**src/rtl/jk_reg_bank.sv**
```systemverilog
// Bank of WIDTH independent JK flip-flops with load, change pulse and saturating toggle counter.
// Optional registered parity of q is enabled by defining JK_REG_BANK_PARITY_EN.
module jk_reg_bank #(
  parameter int               WIDTH   = 4,
  parameter logic [WIDTH-1:0] RST_VAL = '0,
  parameter int               CNT_W   = 4
) (
  input  logic             clk,
  input  logic             rst,
  input  logic             en,
  input  logic             load,
  input  logic [WIDTH-1:0] d,
  input  logic [WIDTH-1:0] j,
  input  logic [WIDTH-1:0] k,
  input  logic             clr_cnt,
  output logic [WIDTH-1:0] q,
  output logic [WIDTH-1:0] q_bar,
  output logic             changed,
  output logic [CNT_W-1:0] tog_cnt,
  output logic             parity
);

  localparam logic [CNT_W-1:0] CNT_MAX = {CNT_W{1'b1}};

  logic [WIDTH-1:0] q_q, q_d;
  logic             changed_q, changed_d;
  logic [CNT_W-1:0] cnt_q, cnt_d;
  logic             tog_cycle;

  // Characteristic equation: set on J, keep unless K, so J&K toggles.
  always_comb begin
    q_d = q_q;
    if (load) begin
      q_d = d;
    end else if (en) begin
      q_d = (j & ~q_q) | (~k & q_q);
    end
  end

  assign changed_d = (q_d != q_q);
  assign tog_cycle = en & ~load & (|(j & k));

  always_comb begin
    cnt_d = cnt_q;
    if (clr_cnt) begin
      cnt_d = '0;
    end else if (tog_cycle && (cnt_q != CNT_MAX)) begin
      cnt_d = cnt_q + CNT_W'(1);
    end
  end

  always_ff @(posedge clk) begin
    if (rst) begin
      q_q       <= RST_VAL;
      changed_q <= 1'b0;
      cnt_q     <= '0;
    end else begin
      q_q       <= q_d;
      changed_q <= changed_d;
      cnt_q     <= cnt_d;
    end
  end

`ifdef JK_REG_BANK_PARITY_EN
  logic parity_q;

  // Registered from q_d so it tracks q with no extra cycle of lag.
  always_ff @(posedge clk) begin
    if (rst) begin
      parity_q <= ^RST_VAL;
    end else begin
      parity_q <= ^q_d;
    end
  end

  assign parity = parity_q;
`else
  assign parity = 1'b0;
`endif

  assign q       = q_q;
  assign q_bar   = ~q_q;
  assign changed = changed_q;
  assign tog_cnt = cnt_q;

endmodule

```
**config.mk**
```make
export PLATFORM = sky130hd
export DESIGN_NAME = jk_reg_bank
export DESIGN_NICKNAME = d
export VERILOG_FILES = /design/src/rtl/jk_reg_bank.sv
export SDC_FILE = /design/constraint.sdc
export NUM_CORES = 1
export LEC_CHECK = 0
export CAP_MARGIN = 20
export CORE_AREA = 2 2 41 43
export DETAILED_ROUTE_END_ITERATION = 8
export DIE_AREA = 0 0 43 45
export GPL_TIMING_DRIVEN = 1
export PLACE_DENSITY = 0.88
export SYNTH_ARGS = -nofsm -noshare
export SYNTH_HDL_FRONTEND = slang
export SYNTH_SLANG_ARGS = --single-unit
```
**constraint.sdc**
```tcl
create_clock -name clk -period 2.3 [get_ports clk]
set_clock_uncertainty 0.05 [all_clocks]
set_input_delay 0.46 -clock clk [delete_from_list [all_inputs] [get_ports clk]]
set_output_delay 0.46 -clock clk [all_outputs]
set_load 0.02 [all_outputs]
```
; ---- After elaboration in Yosys (flattened, before gate mapping)
; Index checks and enable logic that the tools add are counted.
[word_totals]
in_bits = 17
wordCells = 20
ff_bits = 9
output_inout_bits = 14
[classes]
eq_ne = 2
n_reduce_logical = 3
bitwise_logic = 9
mux = 2
add_sub_neg = 1
[ops]
columns = op, count
row1 = $and A4 B4 Y4, 3
row2 = $mux W4, 2
row3 = $not A4 Y4, 2
row4 = $add A4 B1 Y4 const B, 1
row5 = $ne A4 B4 Y1, 1
row6 = $ne A4 B4 Y1 const B, 1
row7 = $or A4 B4 Y4, 1
row8 = $reduce_or A4 Y1, 1
row9 = $and A1 B1 Y1, 2
row10 = $reduce_or A2 Y1, 1
row11 = $logic_and A1 B1 Y1, 1
row12 = $not A1 Y1, 1

; ---- Depth between registers and ports, before layout
; Gate-level depths: netlist of the first run.
[depth]
depth_word = 6
ltp_mapped = 5
depth_no_buf = 5

; ---- Worst setup path after synthesis of the first run
; OpenSTA, ideal clock, no wires.
[synth_path]
kind = flip-flop to flip-flop
start = register q_q[0] (netlist: q[0])
end = register changed_q (netlist: changed)
setup_ps = 132
slack_ps = 894
path_stages_with_launch = 5
synth_period_minus_slack_ps = 1406
arrival_time_ps = 1224
n_path_buf = 0
required_ps = 2118
cell_sequence = dfxtp_1 inv_1 a221o_1 o21ai_0 a31oi_1
[synth_between]
elab_chain_len = 6
elab_cells_between_ends = 7
cone_classes = eq/ne (1) / mux (2) / bitwise (4)
[synth_rtl]
columns = element, line_no
row1 = start: declaration, 25  ; logic [WIDTH-1:0] q_q, q_d;
row2 = start signal: assignment, 58  ; q_q <= q_d;
row3 = $not A4 Y4, -
row4 = net q_bar[0], 17  ; output logic [WIDTH-1:0] q_bar,
row5 = $and A4 B4 Y4, 36  ; q_d = (j & ~q_q) | (~k & q_q);
row6 = $or A4 B4 Y4, 36
row7 = $mux W4, 35  ; end else if (en) begin
row8 = $mux W4, 33  ; if (load) begin
row9 = $ne A4 B4 Y1, 40  ; assign changed_d = (q_d != q_q);
row10 = end signal: assignment, 59  ; changed_q <= changed_d;
row11 = end: declaration, 26  ; logic changed_q, changed_d;
; The timed path passes the listed nets, and every way through them passes these cells.
; A chain may end at the register's enable or synchronous reset.

; ---- Final worst setup path of the first run
[layout_path]
start = register q_q[0] (netlist: q[0])
end = output port q[0]
[layout_lines]
columns = element, line_no
row1 = end: declaration, 16  ; output logic [WIDTH-1:0] q,
; No word-level cell between the ends.

==> key figures, run 1 <==
Clocking
  – Clock latency on the worst-skew pair: ~0.28 ns
  – CTS Root Cell: clkbuf_4
  – Post-CTS setup buffers: 0
  – Clock sink count: 9
  – Clock slew at reported path FFs: about 0.06 ns
  – Hold Buf Count CTS: 0
  – H-Tree Depth: 1
  – Max clock buf depth: 2
  – CTS tree: yes
  – CTS-repair resized insts: 0
  – Number of CTS-inserted buffers: 3

Routing
  – Routed WL per cell: roughly 14 um
  – ANT nets after route: 0
  – Overall routed net length: 1594 um
  – Routed vias: 651
  – Drt pass-1 iters: 6
  – Initial DRC count: 23
  – Residual DRC: 0
  – Vias per cell: 5.761

Logic synthesis
  – Mapped cell area: roughly 570 um^2
  – Post-synthesis sequential area ratio: about a third
  – Post-synth EDFFs: 0
  – FF+latch count, synth: 9
  – Ys Warns: 0
  – Mean Syn Cell Area: about 8.5 um^2
  – Top FF cell, synth: dfxtp_1
  – Ys async rst share: 0%
  – Post-Syn Nets: 85
  – Yosys cell types: 30
  – Cell count after synthesis: 67

Timing
  – Crit share post-route: between 80 and 90%
  – Final hold slack: 0.4568 ns
  – Minimum clock period: approximately 1.9 ns
  – Pins over their slew limit: 0
  – RSZ-0062 raised after global routing: no
  – Fin worst setup slack: slightly above 0.4 ns
  – Setup TNS: 0 ns
  – Peak Freq: about 0.53 GHz
  – Final Hold Violating Endpoints: 0
  – Final setup vio count: 0

Pwr
  – Logic pwr share: roughly 30%
  – Worst IR drop on VDD: 0.2574 mV
  – Switching Fraction: between 30% and 40%
  – Pwr dens: roughly 490 nW/um^2
  – Clk network pwr share: just over 30%
  – Internal power: ~0.30 mW
  – Static leakage power: 0.3516 nW
  – Sw Pwr: between 0.1 and 0.15 mW
  – Reg power frac: 39.6%

GRT
  – Number of global-route vias before repair: between 500 and 600
  – Antenna violations before repair: 0
  – Largest net degree at the start of global routing: 11
  – First-pass GRT wire length: around 2600 um
  – Total GRT Usage: ~18%
  – Overflow left after global routing: 0

Floorplan
  – Die Wd: 43 um
  – Die area: slightly below 2000 um^2
  – Starting density of the core: about 39%
  – Row count: 14
  – Top-Level Pins: 31
  – Die H: 45 um
  – Area of the core: 1471 um^2

Critical path
  – Worst setup path class: flop to output pin
  – Max stage delay cell, worst path: clkdlybuf4s50_1
  – CP startpoint kind: flop
  – Arrival time worst endpoint: roughly 1.4 ns
  – Crit path largest cell delay: between 0.6 and 0.7 ns
  – Cells along the critical path: clkdlybuf4s50_1
  – Peak fanout along the critical path: 6
  – Worst Setup SP: q[0]
  – Kind of end point of the critical path: output pin
  – Worst path top cell family by delay: buffers and inverters
  – Worst r2r src: tog_cnt[0]
  – Critical Path RT: approximately 1.8 ns
  – Worst Path Buf+Inv: 1

Placement
  – Port bufs: 29
  – DP Wirelength: ~1100 um
  – Place WS: about 0.35 ns
  – RePlAce Congestion: between 0.7 and 0.8

Min path
  – Hold Path Origin: tog_cnt[3]
  – Hold WC Path Type: flop to flop

Layout
  – Diode count: 0
  – Leading cell type in the layout, fill and taps excluded: clkdlybuf4s50_1
  – Area grow syn2layout: 55.48%
  – Post-layout nets: ~120
  – Most frequent cells in the layout: clkdlybuf4s50_1 (29), dfxtp_1 (9), a21oi_1 (8)
  – Share of cells above drive strength 1: 8.247%

Run status
  – Status: finished, final reports clean

Run
  – # Max-Cap Violations: 0
==> worst paths after layout <==
kind | end | slack, ns | cells past startpoint
min reg2reg | tog_cnt[3] | 0.46 | 2
max reg2reg | tog_cnt[0] | 0.87 | 5
min | tog_cnt[3] | 0.46 | 2
max | q[0] | 0.41 | 1
==> synthesized netlist by cell type (all sizes together), types with 2 or more instances <==
cell / count / area share, %
dfxtp: 9 / 32
a21oi: 8 / 7.0
nand2: 6 / 3.9
a22o: 4 / 6.1
inv: 4 / 2.6
nor3: 4 / 3.5
a311o: 3 / 5.3
buf: 3 / 4.2
nor2: 3 / 2.0
xor2: 3 / 4.6
a31oi: 2 / 2.2
mux2i: 2 / 3.5
==> flip-flops by register name, summed over array words and instances (netlist names) <==
register,flops
changed,1
q,4
tog_cnt,4
==> cells by family after synthesis <==
logic type / synth area share [%]
buf+inv: 7.454
mux: 3.509
xor+xnor: 6.141
compound gates: 32.02
simple gates: 16.45
other cells: 0.6573
fa+ha+maj: 2.193
flops: 31.58
==> layer usage <==
metal  wire length (um)  track usage, %  vias up
met5                  0               0        -
met4                 45           12.73        0
met3                140           3.200        5
met2                729           29.39       42
met1                678           22.58      296
li1                   -               -      308
==> area by class of cell <==
type	instances	area (um^2)
fill	142	584.3
multi-input combinational	50	347.8
timing repair buffer	30	297.8
sequential	9	180.2
clock buffer	4	26.28
tap	16	20.02
inverter	4	15.01
==> through the flow <==
step	area, um^2	utilization [%]	total power, mW	instances
after detailed placement	860.8	58.50	0.3051	109
after global placement	860.8	58.50	0.3035	109
after CTS	887.1	60.29	0.4353	113
after global routing	887.1	60.29	0.4531	113
final	887.1	60.29	0.4369	113
after floorplan	570.5	-	0.2412	67
==> power by group through the flow <==
stage	clock network [mW]	registers [mW]	logic, mW
2_1_floorplan	0	0.184	0.0576
3_3_place_gp	0	0.176	0.127
3_5_place_dp	0	0.176	0.129
4_1_cts	0.132	0.173	0.131
5_1_grt	0.138	0.174	0.141
6_report	0.133	0.173	0.131
No activity file was read; power rests on OpenSTA's default activity.
==> run 2: changes to the inputs <==
Settings changed: CORE_AREA 2 2 41 43 to 2 2 45 47, DIE_AREA 0 0 43 45 to 0 0 47 49, PLACE_DENSITY 0.88 to 0.78.
Clock period 2.3 ns to 1.6 ns, I/O delays scaled along.
==> key figures, run 2 (synthesis gave the netlist of run 1 again) <==
Floorplan
  – Die Wd: between 40 and 50 um
  – Row count: 16
  – Top-Level Pins: 31
  – Die H: 49 um
  – Starting density of the core: a little under a third
  – Area of the core: approximately 1800 um^2
  – Die area: between 2000 and 2500 um^2

Run status
  – Status: finished, final reports clean

Clocking
  – H-Tree Depth: 1
  – Clock slew at reported path FFs: about 0.060 ns
  – Post-CTS setup buffers: 0
  – Hold Buf Count CTS: 0
  – CTS Root Cell: clkbuf_4
  – Clock latency on the worst-skew pair: 0.26 ns
  – Max clock buf depth: 2
  – CTS-repair resized insts: 13
  – Number of CTS-inserted buffers: 3
  – Clock sink count: 9
  – CTS tree: yes

GRT
  – Number of global-route vias before repair: about 620
  – Overflow left after global routing: 0
  – Antenna violations before repair: 0
  – First-pass GRT wire length: between 2000 and 3000 um
  – Largest net degree at the start of global routing: 11
  – Total GRT Usage: ~15%

Layout
  – Leading cell type in the layout, fill and taps excluded: clkdlybuf4s50_1
  – Post-layout nets: 124
  – Fin area: 947.2 um^2
  – Share of cells above drive strength 1: about 16%
  – Most frequent cells in the layout: clkdlybuf4s50_1 (17), dlygate4sd2_1 (12), buf_4 (9)
  – Area grow syn2layout: 66.01%
  – Diode count: 0

Critical path
  – R2R cell count: 5
  – Reg-to-reg setup timing slack: 0.25 ns
  – Peak fanout along the critical path: 1
  – Worst r2r src: tog_cnt[0]
  – Kind of end point of the critical path: output pin
  – Worst setup path class: flop to output pin
  – Critical Path RT: around 1.2 ns
  – Worst Path Buf+Inv: 1
  – Arrival time worst endpoint: between 1 and 1.5 ns
  – Crit path largest cell delay: 0.59 ns
  – RR Endpoint: tog_cnt[2]
  – CP startpoint kind: flop
  – Worst Setup SP: changed
  – Critical Path End: changed
  – Worst path top cell family by delay: buffers and inverters
  – Max stage delay cell, worst path: clkdlybuf4s50_1
  – Critical path depth: 1
  – Cells along the critical path: clkdlybuf4s50_1

Timing
  – Final Hold Violating Endpoints: 0
  – Pins over their slew limit: 0
  – Peak Freq: approximately 0.66 GHz
  – Crit share post-route: between 90% and 100%
  – Minimum clock period: between 1.5 and 2 ns
  – Final setup vio count: 0
  – Setup TNS: 0 ns
  – Fin worst setup slack: 0.08085 ns
  – RSZ-0062 raised after global routing: no

Pwr
  – Pwr dens: 646.7 nW/um^2
  – Static leakage power: between 0.4 and 0.5 nW
  – Worst IR drop on VDD: approximately 0.36 mV

Routing
  – Routed WL per cell: 12.00 um
  – Vias per cell: between 5 and 6
  – Residual DRC: 0
  – Routed vias: between 600 and 700
  – Initial DRC count: 9
  – ANT nets after route: 0
  – Overall routed net length: between 1500 and 2000 um
  – Drt pass-1 iters: 6

Run
  – # Max-Cap Violations: 0

Placement
  – Place WS: -0.1528 ns
  – DP Wirelength: roughly 1200 um
  – DP Area: about 930 um^2
  – RePlAce Congestion: between 0.8 and 0.9
  – Port bufs: 29

Min path
  – Hold WC Path Type: flop to flop
## run 2: report_power, final
| part | switching [mW] | total (mW) | internal [mW] | leakage [nW] |
|---|---|---|---|---|
| Sequential | 0.0125 | 0.248 | 0.235 | 0.0742 |
| Combinational | 0.0867 | 0.191 | 0.104 | 0.331 |
| Clock | 0.0781 | 0.174 | 0.0961 | 0.0150 |
| Total | 0.177 | 0.612 | 0.435 | 0.421 |
## run 2: worst min path at each step
stage / endpoint / slack [ns] / depth (start not counted) / start
finish: tog_cnt[3] / 0.45 / 2 / tog_cnt[3]
global route: tog_cnt[3] / 0.48 / 2 / tog_cnt[3]
CTS: tog_cnt[3] / 0.45 / 2 / tog_cnt[3]
detailed placement: tog_cnt[3] / 0.45 / 2 / tog_cnt[3]
global placement: tog_cnt[3] / 0.43 / 2 / tog_cnt[3]
floorplan: tog_cnt[0] / 0.35 / 1 / clr_cnt
## run 2: stage by stage
stage                     utilization, %  total power, mW  cells  hold slack, ns
final                              51.43           0.6125    132          0.4538
after global routing               51.43           0.6475    132          0.4809
after CTS                          51.43           0.6150    132          0.4545
after detailed placement           50.75           0.4530    128          0.4459
after global placement             50.75           0.4510    128          0.4343
after floorplan                        -           0.3468     67          0.3474
## run 2: layout make-up
cell class | count | area, um^2
repair buffers | 38 | 342.8
inverters | 4 | 15.01
multi-input cells | 50 | 347.8
fillers | 197 | 894.6
well taps | 27 | 33.78
clock buffers | 4 | 26.28
flip-flops and latches | 9 | 181.4
## run 2: routing by layer
layer,vias up,GRT usage (%),share of wire [%]
met5,-,0,0
met4,0,7.407,1.3
met3,4,3.704,6.6
met2,28,23.97,49
met1,304,16.97,43
li1,327,-,-
==> run 3: changes to the inputs <==
Settings changed: CORE_AREA 2 2 45 47 to 2 2 41 43, DIE_AREA 0 0 47 49 to 0 0 43 45, PLACE_DENSITY 0.78 to 0.88, SLEW_MARGIN from default to 40.
Clock period 1.6 ns to 2 ns, I/O delays scaled along.
==> key figures, run 3 (synthesis gave the netlist of run 1 again) <==
Layout
  – Diode count: 0
  – Fillers: 127
  – Fin area: ~900 um^2
  – Post-layout nets: between 100 and 150
  – Leading cell type in the layout, fill and taps excluded: clkdlybuf4s50_1
  – Final Core Density: between 60 and 70%
  – Most frequent cells in the layout: clkdlybuf4s50_1 (29), dfxtp_1 (9), a21oi_1 (8)
  – Share of cells above drive strength 1: 10.10%
  – Area grow syn2layout: 58.11%

Clocking
  – CTS Root Cell: clkbuf_4
  – Number of CTS-inserted buffers: 3
  – Clock slew at reported path FFs: 0.06 ns
  – Clock latency on the worst-skew pair: roughly 0.26 ns
  – Max clock buf depth: 2
  – Clock sink count: 9
  – Post-CTS setup buffers: 0
  – CTS tree: yes
  – Hold Buf Count CTS: 0
  – H-Tree Depth: 1
  – CTS-repair resized insts: 0

Pwr
  – Worst IR drop on VDD: between 0.4 and 0.5 mV
  – Static leakage power: between 0.3 and 0.4 nW
  – Pwr dens: about 550 nW/um^2

Min path
  – Hold Path Origin: tog_cnt[3]
  – Hold depth: 2
  – Hold WC Path Type: flop to flop
  – Hold EP: tog_cnt[3]

Placement
  – DP Wirelength: around 1200 um
  – RePlAce Congestion: about 0.81
  – Port bufs: 29
  – DP Area: around 880 um^2

Timing
  – Pins over their slew limit: 0
  – Final setup vio count: 0
  – Minimum clock period: ~1.8 ns
  – Final hold slack: approximately 0.45 ns
  – Crit share post-route: about nine tenths
  – Setup TNS: 0 ns
  – Final Hold Violating Endpoints: 0
  – RSZ-0062 raised after global routing: no
  – Peak Freq: between 0.5 and 0.6 GHz

Critical path
  – CP startpoint kind: flop
  – Cells along the critical path: clkdlybuf4s50_1
  – RR Endpoint: tog_cnt[2]
  – Crit path largest cell delay: about 0.65 ns
  – Worst setup path class: flop to output pin
  – R2R cell count: 5
  – Worst Path Buf+Inv: 1
  – Worst path top cell family by delay: buffers and inverters
  – Peak fanout along the critical path: 6
  – Kind of end point of the critical path: output pin
  – Max stage delay cell, worst path: clkdlybuf4s50_1
  – Arrival time worst endpoint: approximately 1.4 ns
  – Worst r2r src: tog_cnt[0]
  – Critical Path RT: 1.55 ns
  – Reg-to-reg setup timing slack: 0.61 ns

Routing
  – Residual DRC: 0
  – Drt pass-1 iters: 4
  – Initial DRC count: 15
  – Routed vias: ~640
  – ANT nets after route: 0
  – Vias per cell: between 5 and 6
  – Routed WL per cell: about 13 um
  – Overall routed net length: 1549 um

GRT
  – Number of global-route vias before repair: just over 600
  – Total GRT Usage: a little under a fifth
  – Antenna violations before repair: 0
  – First-pass GRT wire length: 2663 um
  – Overflow left after global routing: 0
  – Largest net degree at the start of global routing: 11

Floorplan
  – Area of the core: between 1000 and 1500 um^2
  – Die area: 1935 um^2
  – Row count: 14
  – Starting density of the core: around two fifths
  – Die H: 45 um
  – Die Wd: 43 um
  – Top-Level Pins: 31

Run status
  – Status: finished, final reports clean

Run
  – # Max-Cap Violations: 0
==> run 3: layout make-up <==
class	instances	area (um^2)	area share [%]
clock buffer	4	26.28	2.913
inverter	4	15.01	1.664
timing repair buffer	32	312.8	34.67
tap	16	20.02	2.219
sequential	9	180.2	19.97
multi-input combinational	50	347.8	38.56
==> run 3: worst max-delay path by stage <==
| stage | from | end | slack, ns | depth (start not counted) |
|---|---|---|---|---|
| finish | q[0] | q[0] | 0.19 | 1 |
| global placement | k[0] | tog_cnt[2] | 0.23 | 4 |
| floorplan | q[0] | changed | 0.59 | 4 |
| CTS | q[0] | q[0] | 0.18 | 1 |
| global route | q[0] | q[0] | 0.13 | 1 |
| detailed placement | k[0] | tog_cnt[3] | 0.19 | 5 |
==> run 3: per-layer routing <==
metal / GRT usage [%] / part of all wire [%] / up-vias
met3: 4.800 / 10 / 4
met5: 0 / 0 / -
met4: 10.91 / 1.9 / 0
li1: - / - / 313
met1: 21.67 / 41 / 284
met2: 31.21 / 46 / 41
==> run 3: through the flow <==
step / instances / setup slack, ns / power (mW)
6_report: 115 / 0.1935 / 0.4932
5_1_grt: 115 / 0.1270 / 0.5203
4_1_cts: 115 / 0.1753 / 0.5005
3_5_place_dp: 111 / 0.1922 / 0.3532
3_3_place_gp: 111 / 0.2267 / 0.3515
2_1_floorplan: 67 / 0.5938 / 0.2774
==> run 3: power breakdown <==
part / switching (mW) / internal (mW)
Clock: 0.0661 / 0.0770
Combinational: 0.0673 / 0.0842
Sequential: 0.0107 / 0.188
Total: 0.144 / 0.349
